### src/rtl/pcbranch_unit.sv
// Program-counter sequencer: each cycle it registers either base+STEP or base+OFFSET, chosen by the branch class.
// Optional build macro PCBRANCH_EXT_BASE_EN selects the external PC input as the base instead of the internal register.
module pcbranch_unit #(
  parameter int              XLEN     = 32,
  parameter logic [XLEN-1:0] RESET_PC = '0,
  parameter int              STEP     = 4
) (
  input  logic            CLK,
  input  logic            RST_N,
  input  logic [XLEN-1:0] PC,
  input  logic [XLEN-1:0] OFFSET,
  input  logic [2:0]      FUNCT_THREE,
  input  logic            Z,
  input  logic            N,
  output logic [XLEN-1:0] NEXTPC
);

  typedef enum logic [2:0] {
    BR_BEQ  = 3'b000,
    BR_BNE  = 3'b001,
    BR_JUMP = 3'b010,
    BR_NONE = 3'b011,
    BR_BLT  = 3'b100,
    BR_BGE  = 3'b101,
    BR_BLTU = 3'b110,
    BR_BGEU = 3'b111
  } br_class_e;

  localparam logic [XLEN-1:0] STEP_W = XLEN'(STEP);

  // Power-up value lets the block sequence correctly with RST_N tied high.
  logic [XLEN-1:0] pc_q = RESET_PC;
  logic [XLEN-1:0] pc_d;
  logic [XLEN-1:0] base;
  logic            taken;

`ifdef PCBRANCH_EXT_BASE_EN
  assign base = PC;
`else
  logic unused_pc;
  assign unused_pc = ^PC;
  assign base      = pc_q;
`endif

  // Unsigned compares arrive on N as well, so signed and unsigned pairs decode alike.
  always_comb begin
    taken = 1'b0;
    case (FUNCT_THREE)
      BR_BEQ:  taken = Z;
      BR_BNE:  taken = !Z;
      BR_JUMP: taken = 1'b1;
      BR_NONE: taken = 1'b0;
      BR_BLT:  taken = N;
      BR_BGE:  taken = !N;
      BR_BLTU: taken = N;
      BR_BGEU: taken = !N;
      default: taken = 1'bx;
    endcase
  end

  always_comb begin
    pc_d = base + STEP_W;
    if (taken) begin
      pc_d = base + OFFSET;
    end
  end

  always_ff @(posedge CLK) begin
    if (!RST_N) begin
      pc_q <= RESET_PC;
    end else begin
      pc_q <= pc_d;
    end
  end

  assign NEXTPC = pc_q;

endmodule

### config.mk
export PLATFORM = sky130hd
export DESIGN_NAME = pcbranch_unit
export DESIGN_NICKNAME = d
export VERILOG_FILES = /design/src/rtl/pcbranch_unit.sv
export SDC_FILE = /design/constraint.sdc
export NUM_CORES = 1
export LEC_CHECK = 0
export CORE_MARGIN = 8
export CORE_UTILIZATION = 46
export CTS_BUF_LIST = sky130_fd_sc_hd__clkbuf_4 sky130_fd_sc_hd__clkbuf_8 sky130_fd_sc_hd__clkbuf_16
export CTS_CLUSTER_SIZE = 30
export DETAILED_ROUTE_END_ITERATION = 7
export MAX_ROUTING_LAYER = met4
export PLACE_DENSITY = 0.78
export SLEW_MARGIN = 20
export SYNTH_ARGS = -nofsm -noshare
export SYNTH_HDL_FRONTEND = slang
export SYNTH_SLANG_ARGS = --single-unit
### constraint.sdc
create_clock -name CLK -period 8.73 [get_ports CLK]
set_input_delay 1.746 -clock CLK [delete_from_list [all_inputs] [get_ports CLK]]
set_output_delay 1.746 -clock CLK [all_outputs]
set_load 0.02 [all_outputs]
==> reports/metrics.yaml, run 1 <==
clock_network:
  cts_setup_buffers: 0
  holdBufCountCts: 0
  cts_tree: "done"
  clock_sinks: 32
  cts_buffer_depth: 2
  cts_resized: 0
  htree_levels: 2
  clk_pin_slew_ps: 70
  cts_buffers: 5
  insertion_delay_ps: 310
  cts-root-buf: "clkbuf_8"
timing:
  max_freq_mhz: 208
  holdWs_ps: 481
  tightest_slew_ps: 994
  layout_min_cycle_time_ps: 4800
  slew_viol_final: 0
  setup_tns_ps: 0
  fin_crit_sh_pct: 54.9
  setup_viol: 0
  layout_setup_ws_ps: 3930
  fin_skew_ps: 15.8
  rsz0062_at_grt: "no"
  hold_viol: 0
  max_slew_margin_pct: 33.6
synthesis:
  yosysWarnings: 0
  synth_seq_cells: 32
  synth_edf_count: 0
  ys.flop_type: "dfxtp_1"
  seq_area_frac_synth_pct: 18.2
  synth_async_sr_flop_share_pct: 0
  synth_fp_nets: 577
  syn_avg_cell_area_um2: 7.43
  synth_cell_types: 56
  syn-instance-count: 473
  netlist_area_um2: 3510
final_layout:
  drive_above_1_share_pct: 2.81
  diodes: 0
  fin_area_um2: 4390
  area_delta_synth_final_pct: 24.9
  fin_cells: 636
  fin_util_pct: 58.0
  fin_nets: 638
  largest_register_ffs: 32
  fillers: 691
setup_path:
  critPathMaxFanout: 4
  worstPathArrival_ps: 4990
  rrSetupSlack_ps: 5480
  cp.required_ps: 8920
  r2r-end: "NEXTPC[28]"
  cp-end-kind: "flop"
  crit_path_start_kind: "input pin"
  critPathKind: "input pin to flop"
  rr_worst_depth: 8
  reg2reg_from: "NEXTPC[0]"
global_routing:
  overflow: 0
  grt_usage_pct: 23.5
  grt_pass1_vias: 3933
  antenna_found_initial: 0
  grt_pass1_wl_um: 19300
  grt_max_degree: 31
routing:
  wl_met2_um: 5470
  vias_per_cell: 6.28
  highest_layer: "met4"
  vias: 3993
  drtPass1Iterations: 5
  drt_wl_total_um: 11700
  drc_errors: 0
  wl_met3_um: 966
  wl_met1_um: 4930
  antenna_left: 0
  wl_per_cell_um: 18.3
  first_iter_violations: 298
status:
  status: "finished, final reports clean"
die:
  core_um2: 7570
  fp.dieH_um: 103
  num_rows: 32
  dieArea_um2: 10700
  start_util_pct: 46.4
  die_w_um: 103
  io_pins: 103
placement:
  dpl.cell_count: 629
  hpwl_um: 9040
  pre_cts_ws_ps: 3770
  portBuffers: 70
  place.gp.congestion: 1.01
  place_area_um2: 4290
worst_hold_path:
  hp-start: "NEXTPC[0]"
  worstHoldPathType: "flop to flop"
  min_to: "NEXTPC[0]"
  whs_path_depth: 2
pwr:
  leakagePower_nw: 1.66
  powerDensity_nw_per_um2: 179
  totalPowerFinal_mw: 0.784
  ir_drop_mv: 0.0855
run:
  drv_cap: 0
==> area by class of cell <==
class                      instances  area, um^2  area share [%]
multi-input combinational        413        2770            63.2
sequential                        32         641            14.6
tap                              102         128            2.91
inverter                          11        41.3           0.942
timing repair buffer              71         708            16.1
clock buffer                       7        96.3            2.20
==> critical path: stages <==
cell and delay [ps]:
clkdlybuf4s50_1 410, ha_1 250, fa_1 420, a211oi_1 320
o211ai_1 180, a2111oi_0 620, o21ai_0 400, a2111o_1 460
and3_1 180
==> logic make-up (layout without fill, tap and decap cells) <==
family | Yosys count | count (layout) | synth area share [%]
compound gates | 154 | 154 | 27.9
xor+xnor | 46 | 46 | 11.5
fa+ha+maj | 33 | 33 | 12.0
buf+inv | 28 | 89 | 3.21
flops | 32 | 32 | 18.2
mux | 5 | 5 | 1.43
simple gates | 175 | 175 | 25.8
==> routing by layer <==
metal  GRT usage (%)  vias to the layer above
li1                -                     1914
met1            28.8                     1840
met2            38.0                      207
met3            4.02                       32
met4            8.12                        0
met5               -                        -
==> cell usage in the layout, fill, tap and decap left out, types with 20 or more instances in the layout <==
cell type and instances:
dfxtp_1 32, ha_1 32, clkdlybuf4s50_1 70, nand2_1 46
a211oi_1 20, a21oi_1 52, o21ai_0 31, xnor2_1 31
nor2_1 32, nand3_1 27
==> worst max-delay path by stage <==
stage                          from    endpoint  slack, ps  depth (start not counted)
final                     OFFSET[0]  NEXTPC[28]       3930                          9
after global routing      OFFSET[0]  NEXTPC[28]       3650                          9
after detailed placement  OFFSET[0]  NEXTPC[28]       3770                          9
after CTS                 OFFSET[0]  NEXTPC[28]       4040                          9
after global placement    OFFSET[0]  NEXTPC[28]       3780                          9
after floorplan           OFFSET[0]  NEXTPC[28]       4620                          8
==> synthesized netlist by cell type (2+ instances only) <==
library cell,instances,area [um^2]
a2111o_1,3,33.8
a2111oi_0,2,17.5
a211o_1,4,35.0
a211oi_1,20,150
a21o_1,7,52.6
a21oi_1,52,260
a311oi_1,2,17.5
a31oi_1,2,12.5
and3_1,11,68.8
and4_1,4,35.0
clkbuf_1,16,60.1
dfxtp_1,32,641
ha_1,32,400
inv_1,11,41.3
mux2i_1,5,50.1
nand2_1,46,173
nand3_1,27,135
nand3b_1,2,15.0
nand4_1,15,93.8
nor2_1,32,120
nor2b_1,2,12.5
nor3_1,14,70.1
nor4_1,7,43.8
o211ai_1,7,52.6
o21a_1,5,37.5
o21ai_0,32,160
o21bai_1,3,22.5
o22ai_1,3,18.8
o31ai_1,2,15.0
o32a_1,2,20.0
or3_1,2,12.5
xnor2_1,31,272
xor2_1,15,131
==> power breakdown <==
group          switching (mW)  internal (mW)  leakage [nW]  total, mW
Sequential             0.0408          0.172         0.265      0.212
Combinational           0.251          0.186          1.34      0.437
Clock                  0.0638         0.0704        0.0503      0.134
Total                   0.355          0.428          1.66      0.784
Power figures use the tool's default switching activity.
==> inputs of run 2 (changes only) <==
==> constraint.sdc (replaced) <==
create_clock -name CLK -period 4.8 [get_ports CLK]
set_input_delay 0.96 -clock CLK [delete_from_list [all_inputs] [get_ports CLK]]
set_output_delay 0.96 -clock CLK [all_outputs]
set_load 0.02 [all_outputs]
==> run 2 against run 1 <==
- flip-flop and latch count unchanged
- worst hold slack improved by 6.8 ps
- total power increased by 86%
==> reports/metrics.yaml, run 2 (same netlist as run 1, synthesis figures left out) <==
setup_path:
  cp_slowest_stage_delay_ps: 620  # about the same
  crit_buf_inv: 1  # unchanged
  crit_chain: "clkdlybuf4s50_1 -> ha_1 -> fa_1 -> a211oi_1 -> o211ai_1 -> a2111oi_0 -> o21ai_0 -> a2111o_1 -> and3_1"  # unchanged
  crit_path_start_kind: "input pin"  # unchanged
  cp.required_ps: 5000  # was 8920 ps
  critPathMaxFanout: 4  # unchanged
  cp-end-kind: "flop"  # unchanged
  crit_slowest_cell: "a2111oi_0"  # unchanged
  worstPathArrival_ps: 4220  # was 4990 ps
  rrSetupSlack_ps: 1530  # was 5480 ps
  cpLargestDelayFamily: "compound AO/OA/AOI/OAI gates"  # unchanged
  reg2reg_from: "NEXTPC[0]"  # unchanged
  r2r-end: "NEXTPC[28]"  # unchanged
  critPathKind: "input pin to flop"  # unchanged
  rr_worst_depth: 8  # unchanged
timing:
  tightest_slew_ps: 1020  # was 994 ps
  slew_viol_final: 0  # unchanged
  rsz0062_at_grt: "no"  # unchanged
  setup_viol: 0  # unchanged
  layout_min_cycle_time_ps: 4020
  max_freq_mhz: 249
  max_slew_margin_pct: 32.1  # was 33.6%
  hold_viol: 0  # unchanged
  fin_skew_ps: 8.02  # was 15.8 ps
  fin_crit_sh_pct: 83.7
  setup_tns_ps: 0  # unchanged
clock_network:
  cts_tree: "done"  # unchanged
  cts_buffer_depth: 2  # unchanged
  htree_levels: 2  # unchanged
  cts_resized: 0  # unchanged
  insertion_delay_ps: 300  # was 310 ps
  clock_sinks: 32  # unchanged
  holdBufCountCts: 0  # unchanged
  clk_pin_slew_ps: 80  # was 70 ps
  cts_setup_buffers: 0  # unchanged
  cts_buffers: 5  # unchanged
  cts-root-buf: "clkbuf_8"  # unchanged
die:
  dieArea_um2: 10700  # unchanged
  io_pins: 103  # unchanged
  start_util_pct: 46.4  # unchanged
  num_rows: 32  # unchanged
  die_w_um: 103  # unchanged
  core_um2: 7570  # unchanged
  fp.dieH_um: 103  # unchanged
pwr:
  powerDensity_nw_per_um2: 331  # was 179 nW/um^2
  ir_drop_mv: 0.182  # was 0.0855 mV
  pwr-share-clk_pct: 18.8  # was 17.1%
  leakagePower_nw: 1.67  # was 1.66 nW
  switching_power_mw: 0.655  # was 0.355 mW
  swShare_pct: 44.8  # was 45.3%
  pwr-share-seq_pct: 26.5  # was 27.1%
  p_comb_share_pct: 54.7  # was 55.8%
  intPower_mw: 0.806  # was 0.428 mW
final_layout:
  fin_util_pct: 58.4  # was 58.0%
  fin_nets: 641  # was 638
  diodes: 0  # unchanged
  largest_register_ffs: 32  # unchanged
  fillers: 698  # was 691
  fin_area_um2: 4420  # was 4390 um^2
  area_delta_synth_final_pct: 25.8  # was 24.9%
  seq_area_um2: 641  # unchanged
  final_cell_mix: "clkdlybuf4s50_1, a21oi_1, nand2_1"  # unchanged
  final_common_cell: "clkdlybuf4s50_1"  # unchanged
  drive_above_1_share_pct: 3.35  # was 2.81%
  multi_input_area_um2: 2770  # about the same
placement:
  place.gp.congestion: 1.02  # was 1.01
  portBuffers: 70  # unchanged
  hpwl_um: 9020  # was 9040 um
  place_area_um2: 4310  # was 4290 um^2
global_routing:
  grt_max_degree: 31  # unchanged
  antenna_found_initial: 0  # unchanged
  grt_pass1_wl_um: 18700  # was 19300 um
  grt_usage_pct: 22.7  # was 23.5%
  grt_pass1_vias: 3805  # was 3933
  overflow: 0  # unchanged
worst_hold_path:
  hp-start: "NEXTPC[0]"  # unchanged
  whs_path_depth: 2  # unchanged
  worstHoldPathType: "flop to flop"  # unchanged
  min_to: "NEXTPC[0]"  # unchanged
run:
  drv_cap: 0  # unchanged
routing:
  vias: 4040  # was 3993
  drt_wl_total_um: 11700  # about the same
  drtPass1Iterations: 5  # unchanged
  first_iter_violations: 284  # was 298
  antenna_left: 0  # unchanged
  wl_per_cell_um: 18.3  # about the same
  drc_errors: 0  # unchanged
  vias_per_cell: 6.31  # was 6.28
status:
  status: "finished, final reports clean"  # unchanged
[run 2: layout make-up]
type	instances	area share [%]
Timing Repair Buffer	74	16.5
Multi-Input combinational cell	413	62.6
Clock inverter	3	0.963
Inverter	11	0.934
Tap cell	102	2.89
Sequential cell	32	14.5
Clock buffer	5	1.56
[run 2: tightest hold or removal path, cell delays in order (launching register included)]
cell and delay (ps):
dfxtp_1 330, nand2_1 60, a21oi_1 50
[run 2: worst max path at each step]
| stage | from | slack (ps) | end | cells past startpoint |
|---|---|---|---|---|
| floorplan | OFFSET[0] | 1470 | NEXTPC[28] | 8 |
| global placement | OFFSET[0] | 680 | NEXTPC[28] | 9 |
| detailed placement | OFFSET[0] | 580 | NEXTPC[28] | 9 |
| CTS | OFFSET[0] | 870 | NEXTPC[28] | 9 |
| global route | OFFSET[0] | 530 | NEXTPC[28] | 9 |
| finish | OFFSET[0] | 780 | NEXTPC[28] | 9 |
[run 2: power groups by stage]
stage / logic [mW] / registers, mW / clock network, mW
final: 0.799 / 0.387 / 0.275
after global placement: 0.768 / 0.389 / 0
after global routing: 0.868 / 0.396 / 0.289
after CTS: 0.787 / 0.386 / 0.277
after floorplan: 0.478 / 0.430 / 0
after detailed placement: 0.781 / 0.391 / 0
[run 2: per-stage QoR]
stage / hold WS [ps] / std cells / power (mW) / setup WS [ps]
floorplan: 546 / 473 / 0.909 / 1470
global route: 511 / 640 / 1.55 / 529
finish: 487 / 640 / 1.46 / 781
detailed placement: 475 / 632 / 1.17 / 584
CTS: 484 / 640 / 1.45 / 870
global placement: 460 / 632 / 1.16 / 685
[run 2: per-layer routing]
metal  part of all wire (%)  track usage [%]
met5                      0                -
met4                    2.1             6.45
met3                    7.5             4.02
met2                     47             37.2
met1                     43             27.8
==> inputs of run 3 (changes only) <==
==> constraint.sdc (replaced) <==
create_clock -name CLK -period 4.2 [get_ports CLK]
set_input_delay 0.84 -clock CLK [delete_from_list [all_inputs] [get_ports CLK]]
set_output_delay 0.84 -clock CLK [all_outputs]
set_load 0.02 [all_outputs]
==> run 3 against run 2 <==
- largest cell class unchanged
- first-iteration DRC count up 27%
- critical path type unchanged
- largest power group unchanged
- critical endpoint unchanged
- cell area up 0.34%
- highest routed layer unchanged
- register-to-register slack worse by 460 ps
==> reports/metrics.yaml, run 3 (same netlist as run 1, synthesis figures left out) <==
setup_path:
  r2r-end: "NEXTPC[28]"  # unchanged
  cp-end-kind: "flop"  # unchanged
  rr_worst_depth: 8  # unchanged
  cp.required_ps: 4390  # was 5000 ps
  rrSetupSlack_ps: 1070  # was 1530 ps
  critPathMaxFanout: 4  # unchanged
  reg2reg_from: "NEXTPC[0]"  # unchanged
  crit_path_start_kind: "input pin"  # unchanged
  critPathKind: "input pin to flop"  # unchanged
  crit_path_start: "OFFSET[0]"  # unchanged
  worstPathArrival_ps: 3980  # was 4220 ps
clock_network:
  insertion_delay_ps: 290  # was 300 ps
  clock_sinks: 32  # unchanged
  cts_setup_buffers: 0  # unchanged
  cts_resized: 0  # unchanged
  cts_buffer_depth: 2  # unchanged
  cts-root-buf: "clkbuf_8"  # unchanged
  cts_tree: "done"  # unchanged
  cts_buffers: 5  # unchanged
  htree_levels: 2  # unchanged
  clk_pin_slew_ps: 80  # about the same
  holdBufCountCts: 0  # unchanged
timing:
  tightest_slew_ps: 991  # was 1020 ps
  rsz0062_at_grt: "no"  # unchanged
  fin_crit_sh_pct: 90.2
  layout_min_cycle_time_ps: 3790
  max_slew_margin_pct: 33.8  # was 32.1%
  slew_viol_final: 0  # unchanged
  fin_skew_ps: 5.16  # was 8.02 ps
  setup_tns_ps: 0  # unchanged
  setup_viol: 0  # unchanged
  hold_viol: 0  # unchanged
  max_freq_mhz: 264
pwr:
  p_comb_share_pct: 54.8  # was 54.7%
  ir_drop_mv: 0.190  # was 0.182 mV
  pwr-share-clk_pct: 18.8  # about the same
  swShare_pct: 44.7  # was 44.8%
  switching_power_mw: 0.748  # was 0.655 mW
  powerDensity_nw_per_um2: 377  # was 331 nW/um^2
  intPower_mw: 0.924  # was 0.806 mW
  pwr-share-seq_pct: 26.4  # was 26.5%
  totalPowerFinal_mw: 1.67  # was 1.46 mW
  leakagePower_nw: 1.68  # was 1.67 nW
global_routing:
  met2_usage_pct: 37.2  # about the same
  antenna_found_initial: 0  # unchanged
  grt_usage_pct: 22.9  # was 22.7%
  busiest_layer: "met2"  # unchanged
  grt_pass1_wl_um: 18900  # was 18700 um
  gr-usage-met1_pct: 28.6  # was 27.8%
  grt_pass1_vias: 3884  # was 3805
  grt_max_degree: 31  # unchanged
  overflow: 0  # unchanged
  grtUsageMet3_pct: 2.95  # was 4.02%
die:
  start_util_pct: 46.4  # unchanged
  core_um2: 7570  # unchanged
  fp.dieH_um: 103  # unchanged
  dieArea_um2: 10700  # unchanged
  die_w_um: 103  # unchanged
  io_pins: 103  # unchanged
  num_rows: 32  # unchanged
final_layout:
  fin_util_pct: 58.6  # was 58.4%
  fin_nets: 643  # was 641
  fin_cells: 642  # was 640
  largest_register_ffs: 32  # unchanged
  final_cell_mix: "clkdlybuf4s50_1, a21oi_1, nand2_1"  # unchanged
  final_common_cell: "clkdlybuf4s50_1"  # unchanged
  drive_above_1_share_pct: 3.70  # was 3.35%
  diodes: 0  # unchanged
  area_delta_synth_final_pct: 26.3  # was 25.8%
routing:
  drc_errors: 0  # unchanged
  antenna_left: 0  # unchanged
  drtPass1Iterations: 5  # unchanged
  drt_wl_total_um: 11600  # was 11700 um
  vias: 4015  # was 4040
  wl_per_cell_um: 18.1  # was 18.3 um
  vias_per_cell: 6.25  # was 6.31
  first_iter_violations: 362  # was 284
worst_hold_path:
  hp-start: "NEXTPC[0]"  # unchanged
  worstHoldPathType: "flop to flop"  # unchanged
  min_to: "NEXTPC[0]"  # unchanged
  whs_path_depth: 2  # unchanged
placement:
  dpl.cell_count: 634  # was 632
  hpwl_um: 9080  # was 9020 um
  portBuffers: 70  # unchanged
  place.gp.congestion: 0.996  # was 1.02
run:
  drv_cap: 0  # unchanged
status:
  status: "finished, final reports clean"  # unchanged
run 3: cell count changes in the layout (fill, tap and decap cells not counted), sizes merged:
cell,delta
buf,+2
run 3: layer usage:
metal,part of all wire (%),wire [um]
met2,47,5520
met5,0,0
met1,44,5080
met3,6.9,798
met4,2.1,245
run 3: final cells by class:
cell class | count | area (um^2)
fillers | 705 | 3130
multi-input cells | 413 | 2770
repair buffers | 76 | 746
flip-flops and latches | 32 | 641
clock buffers | 5 | 68.8
inverters | 11 | 41.3
clock inverters | 3 | 42.5
well taps | 102 | 128
run 3: worst max-delay path by stage:
stage / to
after floorplan: NEXTPC[28]
after global placement: NEXTPC[28]
after detailed placement: NEXTPC[28]
after CTS: NEXTPC[28]
after global routing: NEXTPC[28]
final: NEXTPC[28]
run 3: power groups by stage:
stage	Clock [mW]	Sequential, mW	Combinational [mW]
floorplan	0	0.492	0.547
global placement	0	0.444	0.881
detailed placement	0	0.448	0.895
CTS	0.316	0.441	0.902
global route	0.329	0.453	1.00
finish	0.314	0.442	0.916
run 3: critical path: stages:
cell	delay, ps
clkdlybuf4s50_1	410
ha_1	250
fa_1	430
a211oi_1	350
o211ai_1	180
a2111oi_0	540
o21ai_0	360
a2111o_1	440
and3_1	180
run 3: per-stage QoR:
step           worst slack, ps  cell area [um^2]  hold WS [ps]
2_1_floorplan              991              3510           546
3_3_place_gp               218              4310           460
3_5_place_dp               168              4320           476
4_1_cts                    458              4430           485
5_1_grt                    122              4430           506
6_report                   413              4430           477
